File: src/rtl/pipeline_hazard_ctrl.sv
// Hazard sequencer for the 5-stage pipe: load-use bubbles, redirect flushes and memory-wait freezes.
// Optional perf counters are built only when HAZARD_PERF_CNT_EN is defined.
module pipeline_hazard_ctrl #(
  parameter int REG_ADDR_W   = 5,
  parameter int FLUSH_CYCLES = 1,
  parameter int MEM_TIMEOUT  = 255
) (
  input  logic                  i_clk,
  input  logic                  i_rst_n,
  input  logic [REG_ADDR_W-1:0] i_id_rs1,
  input  logic [REG_ADDR_W-1:0] i_id_rs2,
  input  logic                  i_id_use_rs1,
  input  logic                  i_id_use_rs2,
  input  logic [REG_ADDR_W-1:0] i_ex_rd,
  input  logic                  i_ex_mem_read,
  input  logic                  i_ex_redirect,
  input  logic                  i_mem_req,
  input  logic                  i_mem_ready,
  output logic                  o_pc_en,
  output logic                  o_if_id_en,
  output logic                  o_if_id_clear,
  output logic                  o_id_ex_en,
  output logic                  o_id_ex_clear,
  output logic                  o_ex_mem_en,
  output logic [1:0]            o_state,
  output logic                  o_mem_timeout,
  output logic [31:0]           o_stall_cycles,
  output logic [31:0]           o_flush_count
);

  typedef enum logic [1:0] {
    ST_RUN      = 2'd0,
    ST_LU_STALL = 2'd1,
    ST_FLUSH    = 2'd2,
    ST_MEM_WAIT = 2'd3
  } state_t;

  localparam int              FC_W        = (FLUSH_CYCLES > 1) ? $clog2(FLUSH_CYCLES) : 1;
  localparam logic [FC_W-1:0] FLUSH_LOAD  = FC_W'(FLUSH_CYCLES - 1);
  localparam logic [7:0]      TIMEOUT_VAL = 8'(MEM_TIMEOUT);

  state_t          state_r, state_nxt_s;
  logic [FC_W-1:0] flush_cnt_r, flush_cnt_nxt_s;
  logic [7:0]      wait_cnt_r, wait_cnt_nxt_s;
  logic            memwait_s, load_use_s, run_eval_s, timeout_s, redirect_take_s;
  logic            pc_en_s, if_id_en_s, if_id_clear_s, id_ex_en_s, id_ex_clear_s, ex_mem_en_s;

  assign memwait_s  = i_mem_req & ~i_mem_ready;
  assign load_use_s = i_ex_mem_read & (i_ex_rd != '0) &
                      ((i_id_use_rs1 & (i_id_rs1 == i_ex_rd)) |
                       (i_id_use_rs2 & (i_id_rs2 == i_ex_rd)));

  // Next-state and per-cycle control decode
  always_comb begin
    state_nxt_s     = state_r;
    flush_cnt_nxt_s = flush_cnt_r;
    wait_cnt_nxt_s  = wait_cnt_r;
    run_eval_s      = 1'b0;
    timeout_s       = 1'b0;
    redirect_take_s = 1'b0;
    pc_en_s         = 1'b1;
    if_id_en_s      = 1'b1;
    id_ex_en_s      = 1'b1;
    ex_mem_en_s     = 1'b1;
    if_id_clear_s   = 1'b0;
    id_ex_clear_s   = 1'b0;

    case (state_r)
      ST_MEM_WAIT: begin
        if (memwait_s && (wait_cnt_r != TIMEOUT_VAL)) begin
          {pc_en_s, if_id_en_s, id_ex_en_s, ex_mem_en_s} = 4'b0000;
          wait_cnt_nxt_s = wait_cnt_r + 8'd1;
        end else begin
          timeout_s      = memwait_s;
          wait_cnt_nxt_s = 8'd0;
          // A flush interrupted by the freeze resumes; otherwise decode as RUN.
          if (flush_cnt_r != '0) begin
            state_nxt_s = ST_FLUSH;
          end else begin
            state_nxt_s = ST_RUN;
            run_eval_s  = 1'b1;
          end
        end
      end
      ST_FLUSH: begin
        if (memwait_s) begin
          {pc_en_s, if_id_en_s, id_ex_en_s, ex_mem_en_s} = 4'b0000;
          state_nxt_s = ST_MEM_WAIT;
        end else begin
          if_id_clear_s   = 1'b1;
          id_ex_clear_s   = 1'b1;
          flush_cnt_nxt_s = flush_cnt_r - FC_W'(1);
          state_nxt_s     = (flush_cnt_r == FC_W'(1)) ? ST_RUN : ST_FLUSH;
        end
      end
      ST_RUN, ST_LU_STALL: begin
        if (memwait_s) begin
          {pc_en_s, if_id_en_s, id_ex_en_s, ex_mem_en_s} = 4'b0000;
          state_nxt_s = ST_MEM_WAIT;
        end else begin
          state_nxt_s = ST_RUN;
          run_eval_s  = 1'b1;
        end
      end
      default: begin
        state_nxt_s = ST_RUN;
      end
    endcase

    if (run_eval_s) begin
      if (i_ex_redirect) begin
        redirect_take_s = 1'b1;
        if_id_clear_s   = 1'b1;
        id_ex_clear_s   = 1'b1;
        flush_cnt_nxt_s = FLUSH_LOAD;
        state_nxt_s     = (FLUSH_LOAD != '0) ? ST_FLUSH : ST_RUN;
      end else if (load_use_s) begin
        pc_en_s       = 1'b0;
        if_id_en_s    = 1'b0;
        id_ex_clear_s = 1'b1;
        state_nxt_s   = ST_LU_STALL;
      end else begin
        state_nxt_s = ST_RUN;
      end
    end else begin
      redirect_take_s = 1'b0;
    end
  end

  // Reset forces all enables low and both clears high
  always_comb begin
    if (!i_rst_n) begin
      {o_pc_en, o_if_id_en, o_id_ex_en, o_ex_mem_en} = 4'b0000;
      o_if_id_clear = 1'b1;
      o_id_ex_clear = 1'b1;
      o_mem_timeout = 1'b0;
    end else begin
      o_pc_en       = pc_en_s;
      o_if_id_en    = if_id_en_s;
      o_id_ex_en    = id_ex_en_s;
      o_ex_mem_en   = ex_mem_en_s;
      o_if_id_clear = if_id_clear_s;
      o_id_ex_clear = id_ex_clear_s;
      o_mem_timeout = timeout_s;
    end
  end

  assign o_state = state_r;

  // FSM state, flush remainder and wait counter
  always_ff @(posedge i_clk or negedge i_rst_n) begin
    if (!i_rst_n) begin
      state_r     <= ST_RUN;
      flush_cnt_r <= '0;
      wait_cnt_r  <= 8'd0;
    end else begin
      state_r     <= state_nxt_s;
      flush_cnt_r <= flush_cnt_nxt_s;
      wait_cnt_r  <= wait_cnt_nxt_s;
    end
  end

`ifdef HAZARD_PERF_CNT_EN
  logic [31:0] stall_cycles_r, flush_count_r;

  // Saturating performance counters
  always_ff @(posedge i_clk or negedge i_rst_n) begin
    if (!i_rst_n) begin
      stall_cycles_r <= 32'h0;
      flush_count_r  <= 32'h0;
    end else begin
      if (!pc_en_s && (stall_cycles_r != 32'hFFFF_FFFF)) begin
        stall_cycles_r <= stall_cycles_r + 32'd1;
      end
      if (redirect_take_s && (flush_count_r != 32'hFFFF_FFFF)) begin
        flush_count_r <= flush_count_r + 32'd1;
      end
    end
  end

  assign o_stall_cycles = stall_cycles_r;
  assign o_flush_count  = flush_count_r;
`else
  assign o_stall_cycles = 32'h0;
  assign o_flush_count  = 32'h0;
`endif

endmodule

File: config.mk
export PLATFORM = sky130hd
export DESIGN_NAME = pipeline_hazard_ctrl
export DESIGN_NICKNAME = d
export VERILOG_FILES = /design/src/rtl/pipeline_hazard_ctrl.sv
export SDC_FILE = /design/constraint.sdc
export NUM_CORES = 1
export LEC_CHECK = 0
export CAP_MARGIN = 10
export CORE_AREA = 2 2 71 66
export DETAILED_ROUTE_END_ITERATION = 10
export DIE_AREA = 0 0 73 68
export GPL_TIMING_DRIVEN = 0
export PLACE_DENSITY = 0.76
export SLEW_MARGIN = 20
export SYNTH_ARGS = -nofsm -noshare
export SYNTH_HDL_FRONTEND = slang
export SYNTH_SLANG_ARGS = --single-unit
File: constraint.sdc
create_clock -name i_clk -period 1.8 [get_ports i_clk]
set_input_delay 0.36 -clock i_clk [delete_from_list [all_inputs] [get_ports i_clk]]
set_output_delay 0.36 -clock i_clk [all_outputs]
set_load 0.01 [all_outputs]
**Word-level counts from Yosys, hierarchy flattened**

Cells that the tools add are included.

- Muxes and demuxes: 36
- $mul: 0
- Div/mod/pow operators: 0
- Bitwise operators: 7
- Shift operators: 0
- Reduce and logical (&&, ||, !) cells: 5
- Equal/unequal tests: 7
- Add/subtract/negate cells: 2
- $lt $le $gt $ge: 0

Operators by type and width:

| kind | count |
|---|---|
| 2-to-1 mux 1 bit | 26 |
| 2-to-1 mux 2 bit | 6 |
| == test 5 bit | 2 |
| adder 8 x 1 -> 8 bit (second input constant) | 1 |
| 2-to-1 mux 8 bit | 1 |
| inequality test 8 bit (second input constant) | 1 |
| case mux 2 bit (3 select lines) | 1 |
| bitwise AND 1 bit | 5 |
| nonzero test 5 bit | 1 |
| == test 2 bit (second input constant) | 2 |
| case mux 1 bit (2 select lines) | 2 |
| inequality test 3 bit (second input constant) | 1 |
| OR reduction 3 bit | 1 |
| == test 2 x 1 -> 1 bit (second input constant) | 1 |
| logical NOT 2 bit | 1 |
| OR reduction 2 bit | 1 |
| logical AND 1 bit | 1 |
| NOT 1 bit | 1 |
| bitwise OR 1 bit | 1 |
| subtractor 1 bit (second input constant) | 1 |

- Memory bits (writable): 0
- Memory bits (read-only): 0
- Bits in latches: 0
- Output and inout port bits: 73
- Register bits after elaboration: 11
- Memories: 0
- Logic and storage cells: 60
- Input bits: 23

**Longest topological paths before layout**

- Depth after elaboration: 9
- Depth in mapped cells: 6
- Mapped depth without buffers: 6

**Least setup slack after synthesis**

Ideal clock, no wire load.

- Path type: input -> output
- Start: input i_ex_rd[1]
- End: output o_pc_en
- Path slack: -0.291 ns
- Arrival: 1.731 ns
- Buffers on the path: 1
- Data required time: 1.440 ns
- Stages: 5
- Path through: or4_1 o21a_1 and4b_2 a21oi_1 buf_4

- Word-level cells in the longest chain between the ends: 8
- Elaborated cells on any way between the ends: 12
- Classes of those cells: 2 x eq/ne; 4 x mux; 5 x bitwise; 1 x reduce/logical

RTL lines:

| what | RTL line | text |
|---|---|---|
| start: declaration | 14 | `input logic [REG_ADDR_W-1:0] i_ex_rd,` |
| == test 5 bit (on tied branches) | 50, 51 |  |
| bitwise AND 1 bit (on tied branches) | 50, 51 |  |
| bitwise OR 1 bit | 50 | `((i_id_use_rs1 & (i_id_rs1 == i_ex_rd)) \|` |
| bitwise AND 1 bit * | 49 | `assign load_use_s = i_ex_mem_read & (i_ex_rd != '0) &` |
| 2-to-1 mux 1 bit * (4 in series) | n/a |  |
| end: declaration | 19 | `output logic o_pc_en,` |

Mark *: on every way between the ends. The rest lies on a longest branch, timed or not.

**Worst setup path after layout**

- Start: input i_ex_rd[4]
- End: output o_pc_en

- Word-level cells in the longest chain between the ends: 8
- Elaborated cells on any way between the ends: 12
- Classes of those cells: 2 x eq/ne; 4 x mux; 5 x bitwise; 1 x reduce/logical

RTL lines:

| what | RTL line | text |
|---|---|---|
| == test 5 bit (on tied branches) | 50, 51 |  |
| bitwise AND 1 bit (on tied branches) | 50, 51 |  |
| bitwise OR 1 bit | 50 |  |
| bitwise AND 1 bit * | 49 |  |
| 2-to-1 mux 1 bit * | 117 | `end else if (load_use_s) begin` |
| 2-to-1 mux 1 bit * | 111 | `if (i_ex_redirect) begin` |
| 2-to-1 mux 1 bit * | 110 | `if (run_eval_s) begin` |
| 2-to-1 mux 1 bit * | 132 | `if (!i_rst_n) begin` |

Marked as above.

==> results.md <==
- The run finished, with violations left.
- The checks that failed: setup timing.
- The required time at the endpoint of the critical path is 1.44 ns.
- After detailed routing, the number of vias per cell comes to 3.66.
- The CTS buffer count is 3.
- After the last flow step, the layout net total stands at 290.
- For the final routed database, the setup TNS stands at -1.68 ns.
- The clock net sink count is 11.
- The kind of start point of the critical path is an input port.
- The via count of the first global-routing pass is 990.
- The area fraction in compound gates after synthesis is 8.59%.
- Cell internal power was estimated by the tool at 0.000812 W.
- Once layout is complete, the utilization of the core stands at 49.2%.
- For the finished layout, the period the worst path requires is 2.14 ns.
- The ratio of cells with drive above 1 in the final layout is 43.2%.
- After Yosys synthesis, full adders, half adders and majority gates account for 1.97% of the synthesized area.
- In this run, synthesis inferred 0 flip-flops with an integrated enable.
- At the later pin of the worst-skew pair, clock insertion delay measures 0.24 ns.
- After detailed placement, the total cell area comes to 1900 µm².
- The die covers 4960 µm².
- The multi-input logic area is 795 µm².
- The HPWL after detailed placement is 2200 µm.
- The total power density per cell area is 587 nW/µm².
- Setup repair after global routing could not meet its margin everywhere.
- The number of buffers between clock root and the deepest sink is 2.
- The first detailed-routing pass took 4 iterations.
- The routed layout has 1149 vias.
- Timing would allow up to 467 MHz.
- The floorplan step defined a core boundary enclosing 4290 µm².
- The path type of the worst min-delay path is input port to async pin.
- The flip-flop cell with the highest count after synthesis is dfrtp_1.
- For this run, the number of Yosys warnings is 0.
- Of all nets on the critical path, the largest fanout is 2.
- After the first detailed-routing iteration, the DRC count stood at 17.
- The first global-routing pass estimated 4170 µm of wire.
- The unique cell type count in the Yosys netlist is 32.
- The clock skew is 0.00413 ns.
- The final critical path takes up 119% of the cycle.
- The root buffer cell is clkbuf_8.
- Net switching is 34.4% of the power.
- The remaining antenna violation count is 0.
- The area of all placed cells without fillers is 2110 µm².
- The relative area change from synthesis to final layout is 66.5%.
- For this run, the total global-route usage over all layers was measured as 10.7%.
- The final-report hold violation count was 0.
- Input and output buffers added on the ports amount to 31.
- The clock group share of total power is 19.5%.
- The site row count is 23.
- Summed over all instances, the cell type with the most area after synthesis is buf_4.
- The static leakage is 1.16 nW.
- The multiplexer fraction of the synthesized cell area is 0.790%.
- The sequential cells in the finished layout cover a total of 277 µm².
- The register bit count reported by yosys is 11.
- Setup violations remaining at the end of the flow were counted as 7.
- The kind of critical path is input port to output port.
- The number of fill cells is 393.
- Counting cells, the worst reg-to-reg path comes to 6.
- Across the run, the number of max-cap violations was 0.
- The critical path data arrival time is 1.78 ns.
- The post-synthesis cell count is 151.
- For this run, design rule violations remaining after detail routing come to 0.
- The diode insertion count for antenna repair is 0.
- The type of destination of the critical path is an output port.
- Power comes to 0.00124 W.
- Of the synthesized area, sequential elements account for 21.7%.
- The final RePlAce weighted congestion is 0.772.
- The die is 73 µm wide.
- Across the VDD grid, the largest voltage drop is 302 µV.
- The mapped netlist covers 1270 µm².
- The combinational group share of total power is 49.3%.
- 96 I/O pins were placed.
- Of the total synthesized cell area, the portion taken by AND, OR, NAND and NOR gates is 16.3%.
- The starting utilization of the core area is 29.6%.
- For this design the total switching power over the nets is 0.000426 W.
- The worst setup slack after layout is -0.342 ns.
- The fraction of synthesis flops using an asynchronous set or reset pin is 100%.
- The share of the synthesized netlist area taken by xor and xnor gates is 10.4%.
- After clock tree synthesis, the clock-pin slew on the worst setup and hold paths is 0.05 ns.
- Summed over all layers, the global routing overflow is 0.
- The CTS tree is built.
- The maximum number of pins on one net before global-route repair is 15.
- In this run the biggest area consumer among cell types represents 39.1% of the synthesized area.
- Yosys attributes the largest share of cell area to buf_4 39%, dfrtp_1 22%, xnor2_1 6.9%.
- The average detailed-routed wire length per instance is 8.79 µm.
- The height of the die is 68 µm.
- In this run the mean area of a mapped cell was 8.39 µm².
- The number of slew-limit violations in the final report is 0.
- The share of total power dissipated in sequential elements is 31.2%.
- The initial antenna violation count came to 0.
- In this run the number of H-tree levels came out at 1.
- By area, the combinational part of the netlist is dominated by buffers and inverters.
- The sum of routed wire length over all layers is 2760 µm.
-- cell type report --
cell class              instances  share of cell area, %
repair buffers                 46                   19.7
well taps                      50                   2.96
inverters                       3                  0.652
plain buffers                  66                   23.8
flip-flops and latches         11                   13.1
multi-input cells             134                   37.6
clock buffers                   4                   2.13
-- cells in the mapped netlist, types with 2 or more instances --
cell / n
dfrtp_1: 11
and4_1: 3
nand4_1: 4
o22ai_1: 2
nor2_1: 8
nand2_1: 7
xor2_1: 5
o21ai_0: 6
inv_1: 3
and3_1: 3
ha_1: 2
buf_4: 66
nand2b_1: 3
xnor2_1: 10
-- placed cells by master, fill, tap and decap left out, types with 2 or more instances in the layout --
master and n:
conb_1 64, nand2b_1 3, nor2_1 8, xnor2_1 10, xor2_1 5, buf_2 4, buf_6 10, clkbuf_8 3
dlygate4sd2_1 2, o21ai_0 5, and4_1 2, dfrtp_1 10, nand2_1 6, clkdlybuf4s50_1 17, buf_4 77, and3_4 4
nand4_1 4
-- registers in the layout, summed over array words and instances (netlist names) --
signal and count:
flush_cnt_r 1, o_state 2, wait_cnt_r 8
-- kinds of logic (layout without fill, tap and decap cells) --
group | after synthesis | in the layout
AOI/OAI and AO/OA | 16 | 16
and+or+nand+nor | 36 | 36
xor gates and xnor gates | 15 | 15
DFF | 11 | 11
other | 1 | 64
muxes | 1 | 1
buffers and inverters | 69 | 119
adders and majority gates | 2 | 2
-- worst max-delay path, stage by stage --
cell and delay [ns]:
buf_8 0.09, or4_4 0.52, o21a_1 0.21, and4b_2 0.24
a21oi_4 0.16, buf_6 0.11, buf_6 0.09
-- what timing repair did --
| item | 4_1_cts | 5_1_grt |
|---|---|---|
| pin swaps | 9 | 4 |
| gates resized for setup | 69 | 6 |
| hold buffers | 0 | 0 |
| buffers inserted | 12 | 3 |
| setup endpoints to repair | 8 | 7 |
-- metrics by stage --
stage	hold slack [ns]	cells	setup WS, ns
2_1_floorplan	0.0644	214	-0.117
3_5_place_dp	0.529	295	-1.16
6_report	0.0238	314	-0.342
3_3_place_gp	0.502	295	-1.16
4_1_cts	0.251	311	-0.343
5_1_grt	0.0477	314	-0.407
-- layer usage --
metal | wire (µm) | part of all wire, % | track usage (%) | vias to the layer above
li1 | - | - | - | 604
met1 | 1010 | 37 | 11.1 | 495
met2 | 1510 | 55 | 21.1 | 44
met3 | 184 | 6.7 | 2.65 | 6
met4 | 59 | 2.1 | 3.01 | 0
met5 | 0 | 0 | 0 | -
-- power by group through the flow --
stage,clock network [W],logic (W),registers (W)
5_1_grt,0.000260,0.000676,0.000399
3_3_place_gp,0,0.000508,0.000397
6_report,0.000241,0.000610,0.000387
3_5_place_dp,0,0.000517,0.000402
4_1_cts,0.000249,0.000593,0.000386
2_1_floorplan,0,0.000360,0.000387
-- final timing paths --
check	start	endpoint	slack, ns
min	i_rst_n	wait_cnt_r[5]$_DFFE_PN0N_	0.02
max in group asynchronous	i_rst_n	o_state[1]$_DFFE_PN0P_	1.48
min reg2reg	wait_cnt_r[1]$_DFFE_PN0N_	wait_cnt_r[1]$_DFFE_PN0N_	0.54
max reg2reg	wait_cnt_r[1]$_DFFE_PN0N_	wait_cnt_r[3]$_DFFE_PN0N_	0.25
min in group i_clk	wait_cnt_r[1]$_DFFE_PN0N_	wait_cnt_r[1]$_DFFE_PN0N_	0.54
max	i_ex_rd[4]	o_pc_en	-0.34
(Power assumes the default switching activity.)
